File: src/rtl/uart_nib_rx.sv
// 8N1 serial receiver that decodes ASCII hex characters into 4-bit values.
// Reports the raw framed byte, the decoded nibble, and non-hex and framing errors.
module uart_nib_rx #(
  parameter int CLK_HZ = 12_000_000,
  parameter int BAUD   = 115200
) (
  input  logic       clk,
  input  logic       rst,
  input  logic       uart_rx,
  output logic [3:0] in_nib,
  output logic       nib_valid,
  output logic [7:0] byte_out,
  output logic       byte_valid,
  output logic       hex_err,
  output logic       frame_err,
  output logic       rx_busy
);

  localparam int BIT_CNT = CLK_HZ / BAUD;
  localparam int HALF    = BIT_CNT / 2;
  localparam int CW      = $clog2(BIT_CNT);
  localparam logic [CW-1:0] BIT_LAST  = CW'(BIT_CNT - 1);
  localparam logic [CW-1:0] HALF_LAST = CW'(HALF - 1);

  typedef enum logic [2:0] {IDLE, START, DATA, STOP, WAIT_HI} state_t;

  state_t        state_q, state_d;
  logic          meta_q, rxs_q;
  logic [CW-1:0] cnt_q, cnt_d;
  logic [2:0]    idx_q, idx_d;
  logic [7:0]    shift_q, shift_d;
  logic [7:0]    byte_q, byte_d;
  logic [3:0]    nib_q, nib_d;
  logic [1:0]    settle_q, settle_d;
  logic          nib_valid_q, nib_valid_d;
  logic          byte_valid_q, byte_valid_d;
  logic          hex_err_q, hex_err_d;
  logic          frame_err_q, frame_err_d;
  logic          hex_ok;
  logic [3:0]    hex_val;

  always_ff @(posedge clk or posedge rst) begin
    if (rst) begin
      meta_q <= 1'b1;
      rxs_q  <= 1'b1;
    end else begin
      meta_q <= uart_rx;
      rxs_q  <= meta_q;
    end
  end

  always_comb begin
    hex_ok  = 1'b0;
    hex_val = 4'd0;
    if (shift_q >= 8'h30 && shift_q <= 8'h39) begin
      hex_ok  = 1'b1;
      hex_val = shift_q[3:0];
    end else if ((shift_q >= 8'h41 && shift_q <= 8'h46) ||
                 (shift_q >= 8'h61 && shift_q <= 8'h66)) begin
      hex_ok  = 1'b1;
      hex_val = shift_q[3:0] + 4'd9;
    end
  end

  // The synchronizer comes out of reset holding 1s, so WAIT_HI ignores rxs
  // until both stages have been refilled from the pin after reset release.
  always_comb begin
    state_d      = state_q;
    cnt_d        = cnt_q;
    idx_d        = idx_q;
    shift_d      = shift_q;
    byte_d       = byte_q;
    nib_d        = nib_q;
    settle_d     = (settle_q == 2'd2) ? settle_q : settle_q + 2'd1;
    nib_valid_d  = 1'b0;
    byte_valid_d = 1'b0;
    hex_err_d    = 1'b0;
    frame_err_d  = 1'b0;
    case (state_q)
      WAIT_HI: begin
        if (settle_q == 2'd2 && rxs_q) state_d = IDLE;
      end
      IDLE: begin
        if (!rxs_q) begin
          state_d = START;
          cnt_d   = '0;
        end
      end
      START: begin
        if (cnt_q == HALF_LAST) begin
          cnt_d = '0;
          if (rxs_q) begin
            state_d = IDLE;
          end else begin
            idx_d   = 3'd0;
            state_d = DATA;
          end
        end else begin
          cnt_d = cnt_q + 1'b1;
        end
      end
      DATA: begin
        if (cnt_q == BIT_LAST) begin
          shift_d = {rxs_q, shift_q[7:1]};
          cnt_d   = '0;
          idx_d   = idx_q + 3'd1;
          if (idx_q == 3'd7) state_d = STOP;
        end else begin
          cnt_d = cnt_q + 1'b1;
        end
      end
      STOP: begin
        if (cnt_q == BIT_LAST) begin
          cnt_d = '0;
          if (rxs_q) begin
            byte_d       = shift_q;
            byte_valid_d = 1'b1;
            if (hex_ok) begin
              nib_d       = hex_val;
              nib_valid_d = 1'b1;
            end else begin
              hex_err_d = 1'b1;
            end
            state_d = IDLE;
          end else begin
            frame_err_d = 1'b1;
            state_d     = WAIT_HI;
          end
        end else begin
          cnt_d = cnt_q + 1'b1;
        end
      end
      default: state_d = WAIT_HI;
    endcase
  end

  always_ff @(posedge clk or posedge rst) begin
    if (rst) begin
      state_q      <= WAIT_HI;
      cnt_q        <= '0;
      idx_q        <= 3'd0;
      shift_q      <= 8'd0;
      byte_q       <= 8'd0;
      nib_q        <= 4'd0;
      settle_q     <= 2'd0;
      nib_valid_q  <= 1'b0;
      byte_valid_q <= 1'b0;
      hex_err_q    <= 1'b0;
      frame_err_q  <= 1'b0;
    end else begin
      state_q      <= state_d;
      cnt_q        <= cnt_d;
      idx_q        <= idx_d;
      shift_q      <= shift_d;
      byte_q       <= byte_d;
      nib_q        <= nib_d;
      settle_q     <= settle_d;
      nib_valid_q  <= nib_valid_d;
      byte_valid_q <= byte_valid_d;
      hex_err_q    <= hex_err_d;
      frame_err_q  <= frame_err_d;
    end
  end

  assign in_nib     = nib_q;
  assign nib_valid  = nib_valid_q;
  assign byte_out   = byte_q;
  assign byte_valid = byte_valid_q;
  assign hex_err    = hex_err_q;
  assign frame_err  = frame_err_q;
  assign rx_busy    = (state_q == START) || (state_q == DATA) || (state_q == STOP);

endmodule

File: config.mk
export PLATFORM = sky130hd
export DESIGN_NAME = uart_nib_rx
export DESIGN_NICKNAME = d
export VERILOG_FILES = /design/src/rtl/uart_nib_rx.sv
export SDC_FILE = /design/constraint.sdc
export NUM_CORES = 1
export LEC_CHECK = 0
export CORE_MARGIN = 3
export CORE_UTILIZATION = 40
export DETAILED_ROUTE_END_ITERATION = 12
export PLACE_DENSITY = 0.65
export SLEW_MARGIN = 20
export SYNTH_ARGS = -nofsm -noshare
export SYNTH_HDL_FRONTEND = slang
export SYNTH_SLANG_ARGS = --single-unit
File: constraint.sdc
create_clock -name clk -period 2.3 [get_ports clk]
set_input_delay 0.575 -clock clk [delete_from_list [all_inputs] [get_ports clk]]
set_output_delay 0.575 -clock clk [all_outputs]
set_load 0.1 [all_outputs]
---- After elaboration in Yosys (flattened, before gate mapping) ----
Cells that the tools add are included.
operators by class
  add/sub/neg operators ................... 4
  shift operators ......................... 0
  magnitude comparators ................... 6
  equality and inequality tests ........... 15
  mux-type cells .......................... 35
  multipliers ............................. 0
  reduce and logical (&&, ||, !) cells .... 17
  divide/modulo/power cells ............... 0
  bitwise gates (word level) .............. 0
operators with widths
  kind                                                  count
  2-to-1 mux 3 bit                                      10
  2-to-1 mux 7 bit                                      3
  one-hot mux 7 bit (3 select lines)                    1
  >= comparator 8 x 7 -> 1 bit (second input constant)  2
  <= comparator 8 x 7 -> 1 bit (second input constant)  2
  2-to-1 mux 1 bit                                      16
  one-hot mux 3 bit (5 select lines)                    1
  inequality test 2 bit (second input constant)         7
  >= comparator 8 x 6 -> 1 bit (second input constant)  1
  <= comparator 8 x 6 -> 1 bit (second input constant)  1
  2-to-1 mux 4 bit                                      2
  AND reduction 4 bit                                   2
  adder 7 x 1 -> 7 bit (second input constant)          1
  equality test 7 x 6 -> 1 bit (second input constant)  1
  equality test 7 bit (second input constant)           1
  equality test 3 x 2 -> 1 bit (second input constant)  2
  equality test 3 bit (second input constant)           2
  one-hot mux 3 bit (2 select lines)                    1
  AND reduction 6 bit                                   1
  adder 4 bit (second input constant)                   1
  logical AND 1 bit                                     4
  AND reduction 2 bit                                   2
  adder 3 x 1 -> 3 bit (second input constant)          1
  equality test 3 x 1 -> 1 bit (second input constant)  1
  other kinds (9)                                       11
word-level totals
  latch bits .............................. 0
  memories ................................ 0
  bits of input ports ..................... 3
  output and inout bits ................... 17
  register bits ........................... 41
  memory bits (writable) .................. 0
  memory bits (read-only) ................. 0

---- Depth between registers and ports, before layout ----
Gate-level depths: netlist (run 1).
  depth in word-level cells ............... 9
  gate-level depth with buffers ........... 6

---- Least setup slack after synthesis (run 1) ----
OpenSTA, ideal clock, no wires.
  kind .................................... register to output
  start point ............................. register state_q[2]
  end point ............................... output port rx_busy
  data arrival time ....................... 1828 ps
  path buffers ............................ 1
  setup slack ............................. -103 ps
  data required time ...................... 1725 ps
  cell stages (with the launch flop) ...... 3
  path through ............................ dfstp_2 -> clkbuf_1 -> nor2_1
on the way
  longest elaborated chain between the ends .. 3
ends and longest elaborated chain
  item                                                                                 line  source
  start, declared                                                                      27    state_t state_q, state_d;
  start signal, assigned                                                               151   state_q <= state_d;
  equality test 3 x 1 -> 1 bit / equality test 3 x 2 -> 1 bit (equally long branches)  171   assign rx_busy = (state_q == START) || (state_q == DATA) || (state_q == STOP);
  logical OR 1 bit                                                                     171
  logical OR 1 bit (*)                                                                 171
  end, declared                                                                        16    output logic rx_busy
Mark *: on every way between the ends. The rest lies on a longest branch, timed or not.

---- Worst setup path in the final report (run 1) ----
  start point ............................. register state_q[1]
  end point ............................... output port rx_busy
The elaborated chain is that of the path after synthesis.

==> results of run 1 <==
## where the power goes
part	internal [mW]	switching [mW]	total, mW	leakage [nW]
Clock	0.210	0.235	0.446	0.0450
Combinational	0.00550	0.0149	0.0204	0.553
Sequential	0.724	0.00298	0.727	0.542
Total	0.940	0.253	1.19	1.14
## registers in the layout, summed over array words and instances, names as in the netlist
name and count:
settle_q 2, hex_err 1, rxs_q 1, byte_out 8
in_nib 4, byte_valid 1, cnt_q 7, state_q 3
frame_err 1, idx_q 3, meta_q 1, shift_q 8
nib_valid 1
## how the worst max path moves through the flow
stage / from / cells past startpoint / to
finish: state_q[1] / 3 / rx_busy
global route: state_q[1] / 3 / rx_busy
CTS: state_q[1] / 3 / rx_busy
detailed placement: cnt_q[0] / 5 / in_nib[1]
global placement: cnt_q[0] / 5 / in_nib[0]
floorplan: state_q[2] / 2 / rx_busy
## layout make-up
| type | instances | area (um^2) |
|---|---|---|
| clock buffer | 6 | 72.6 |
| clock inverter | 2 | 10.0 |
| fill | 461 | 2510 |
| inverter | 9 | 33.8 |
| multi-input combinational | 120 | 937 |
| sequential | 41 | 1030 |
| tap | 67 | 83.8 |
| timing repair buffer | 21 | 175 |
## per-layer routing
layer  part of all wire [%]  routed length, um
met2                     52               1940
met4                    1.3                 49
met3                    4.8                179
met1                     42               1560
met5                      0                  0
## synth_stat cells (all sizes together) (4+ instances only)
library cell	n
nand3	5
dfrtp	38
mux2	20
nand2	15
a21oi	8
o211ai	8
inv	9
o21ai	10
nor2	11
ha	7
buf	4
## per-stage QoR
step | hold WS, ns | cells | utilization [%]
3_5_place_dp | 0.348 | 258 | 46.6
5_1_grt | 0.371 | 266 | 48.3
6_report | 0.358 | 266 | 48.3
4_1_cts | 0.359 | 266 | 48.3
3_3_place_gp | 0.347 | 258 | 46.6
2_1_floorplan | 0.345 | 176 | -
## cells by family after synthesis
kind of cell,Yosys count
AND/OR/NAND/NOR,52
flip-flops,41
AO/OA/AOI/OAI,37
multiplexers,22
buffers and inverters,15
adder cells (fa/ha/maj),7
XOR/XNOR,2
## worst max-delay path: stages (launching register included)
cell and delay (ns):
dfrtp_1 0.53, nor2_1 0.37, nor2_2 0.09, buf_12 0.18
==> impl_metrics.tcl, run 1 <==
set metrics [dict create \
    netlist_area_mm2 0.00206 \
    synthArstFlopShare_pct 100 \
    p_total_mw 1.19 \
    root_buffer "clkbuf_8" \
    postCtsSetupRepairBufs 0 \
    grt_pass1_vias 1402 \
    via_count 1385 \
    ys_seq_area_share_pct 49.9 \
    postCtsHoldBufs 0 \
    place_congestion 0.805 \
    tns_ns 0 \
    clock_latency_ns 0.29 \
    worst_slew_pin_slew_ns 0.519 \
    grt_pass1_wl_um 6490 \
    die_h_um 77.8 \
    slew_violations 0 \
    gr-max-usage-layer "met2" \
    reg2reg_depth 5 \
    finalCritPeriodShare_pct 88.6 \
    vdd_ir_drop_max_mv 0.316 \
    drt_iter0_drc 71 \
    outcome "complete, no violations" \
    synth_xor_xnor_area_share_pct 0.849 \
    grtUsageMet2_pct 23.7 \
    synthesis.nets 186 \
    hold_violations 0 \
    setup_ws_ns 0.262 \
    grtUsageMet3_pct 4.76 \
    p_per_area_mw_per_mm2 509 \
    slew_headroom_pct 65.4 \
    antenna_found_initial 0 \
    h-tree-depth 2 \
    synth_fa_ha_area_share_pct 4.24 \
    wl_per_cell_um 14.0 \
    final_cell_area_mm2 0.00234 \
    place_area_mm2 0.00226 \
    drive_gt1_share_pct 29.1 \
    ys_seq_elements 41 \
    synthSimpleGateAreaFrac_pct 15.0 \
    muxShareOfSynthArea_pct 12.4 \
    grt_usage_pct 13.7 \
    io_buffers 19 \
    dp_slack_ns 0.348 \
    vias_per_cell 5.21 \
    yosys-top-cells-area "dfrtp_1, mux2_2, ha_1" \
    numCtsBuffers 5 \
    rsz0062_at_grt "no" \
    setup_viol 0 \
    dpl.hpwl_um 2610 \
    clkTransAtPathRegs_ns 0.07 \
    synth_flop_cell "dfrtp_1" \
    grt_overflow_total 0 \
    end_kind "output port" \
    dieArea_mm2 0.00606 \
    holdPathEnd "rxs_q" \
    synth_compound_area_share_pct 12.7 \
    start_util_pct 42.6 \
    grt_start_max_net_pins 42 \
    dr.pass1.iters 4 \
    placementRows 25 \
    synth_top_family_by_area "simple AND/OR/NAND/NOR gates" \
    diodes 0 \
    p_leak_nw 1.14 \
    clock_sinks 41 \
    yosysTopAreaCellShare_pct 46.1 \
    core_mm2 0.00485 \
    drv_cap 0 \
    final_cell_mix "dfrtp_1, buf_4, mux2_2" \
    ios 20 \
    area_growth_pct 13.5 \
    min-delay-start "meta_q" \
    clockBufferDepth 2 \
    critPathRequiredTime_ns 1.73 \
    fmax_mhz 491 \
    layout_commonest_cell "dfrtp_1" \
    r2r-end "in_nib[1]" \
    drc_errors 0 \
    die_w_um 77.8 \
    post_cts_resized 0 \
    r2r_slack_ns 0.34 \
    worstSetupStartpointType "register" \
    finClkSkew_ns 0.0116 \
    ant_nets 0 \
    syn_avg_cell_area_um2 11.7 \
    fin_nets 208 \
    synth_edf_count 0 \
    cts_tree "built" \
    hold_class "reg2reg" \
    ys_types 48 \
    wl_um 3730 \
    worstPathArrival_ns 1.46 \
    r2r-start "cnt_q[0]" \
    gr-usage-met1_pct 15.2 \
    yosysWarnings 0 \
    min_period_ns 2.04 \
    critical_path.max_fanout 12 \
    synth_top_area_cell "dfrtp_1" \
    critPathKind "reg2out" \
    min_delay_path_depth 0 \
    netlist_instances 176 \
]
No activity file was read; power rests on OpenSTA's default activity.
==> run 2: changes to the inputs <==
CORE_UTILIZATION = 52   (was 40)
PLACE_DENSITY = 0.8   (was 0.65)
==> impl_metrics.tcl, run 2 (same netlist as run 1, synthesis figures left out) <==
set metrics [dict create \
    root_buffer "clkbuf_8" \
    critPathRequiredTime_ns 1.73 \
    rsz0062_at_grt "no" \
    final_cell_mix "dfrtp_1, buf_4, mux2_2" \
    layout_commonest_cell "dfrtp_1" \
    cts_tree "built" \
    dpl.hpwl_um 2700 \
    dp_slack_ns 0.310 \
    finClkSkew_ns 0.00357 \
    grt_pass1_vias 1352 \
    ant_nets 0 \
    finalCritPeriodShare_pct 90.1 \
    fmax_mhz 482 \
    dieArea_mm2 0.00476 \
    fin_nets 207 \
    stdcell_count 246 \
    area_growth_pct 13.8 \
    grt_usage_pct 18.6 \
    via_count 1420 \
    p_per_area_mw_per_mm2 573 \
    p_leak_nw 1.15 \
    place_congestion 0.902 \
    postCtsHoldBufs 0 \
    grt_overflow_total 0 \
    slew_headroom_pct 64.9 \
    final_cell_area_mm2 0.00235 \
    utilization_pct 62.7 \
    place_area_mm2 0.00223 \
    worstSetupStartpointType "register" \
    fillers 302 \
    end_kind "output port" \
    drc_errors 0 \
    core_mm2 0.00374 \
    postCtsSetupRepairBufs 0 \
    drive_gt1_share_pct 29.3 \
    slew_violations 0 \
    dr.pass1.iters 4 \
    critical_path.max_fanout 12 \
    h-tree-depth 2 \
    outcome "complete, no violations" \
    whs_ns 0.357 \
    drv_cap 0 \
    die_w_um 69.0 \
    placementRows 22 \
    setup_viol 0 \
    min_delay_path_depth 0 \
    vdd_ir_drop_max_mv 0.384 \
    hold_violations 0 \
    ios 20 \
    tns_ns 0 \
    diodes 0 \
    wl_um 3770 \
    drt_iter0_drc 55 \
    worst_slew_pin_slew_ns 0.526 \
    wl_per_cell_um 15.3 \
    clock_sinks 41 \
    die_h_um 69.0 \
    grt_start_max_net_pins 42 \
    clockBufferDepth 2 \
    clock_latency_ns 0.30 \
    antenna_found_initial 0 \
    start_util_pct 55.1 \
    vias_per_cell 5.77 \
    clkTransAtPathRegs_ns 0.08 \
    io_buffers 19 \
    min_period_ns 2.07 \
    worstPathArrival_ns 1.50 \
    p_total_mw 1.35 \
    grt_pass1_wl_um 6350 \
    dp.cells 238 \
    critPathKind "reg2out" \
    post_cts_resized 0 \
    setup_ws_ns 0.227 \
    reg2reg_depth 5 \
    hold_class "reg2reg" \
    numCtsBuffers 5 \
]
## run 2: cell types whose count changed in the layout (fill, tap and decap cells not counted), sizes merged
cell	before	now
bufinv	0	1
clkinv	2	0
buf	19	18
clkinvlp	0	1
## run 2: layer usage
metal / routed length, um / vias to the layer above / track usage [%]
met4: 76 / 0 / 9.98
met5: 0 / - / 0
li1: - / 675 / -
met2: 1750 / 41 / 28.1
met3: 201 / 12 / 5.35
met1: 1740 / 692 / 24.1
## run 2: final timing paths
kind,endpoint,slack [ns],startpoint
max in group asynchronous,meta_q,1.24,rst
worst min register to register,rxs_q,0.36,meta_q
worst min-delay path,rxs_q,0.36,meta_q
worst max register to register,in_nib[0],0.29,cnt_q[0]
worst max-delay path,rx_busy,0.23,state_q[1]
min in group asynchronous,in_nib[2],0.70,rst
## run 2: layout make-up
| class | count | area (um^2) | area share, % |
|---|---|---|---|
| well taps | 48 | 60.1 | 2.56 |
| clock buffers | 6 | 82.6 | 3.52 |
| clock inverters | 2 | 37.5 | 1.60 |
| repair buffers | 20 | 168 | 7.14 |
| flip-flops and latches | 41 | 1030 | 43.8 |
| inverters | 9 | 33.8 | 1.44 |
| multi-input cells | 120 | 937 | 39.9 |
## run 2: report_power, final
part           switching [mW]  internal [mW]
Sequential            0.00262          0.724
Combinational          0.0147        0.00552
Clock                   0.247          0.353
Total                   0.264           1.08
## run 2: critical path: stages, from the launching register on
cell and delay (ns):
dfrtp_1 0.53, nor2_1 0.40, nor2_2 0.09, buf_12 0.18
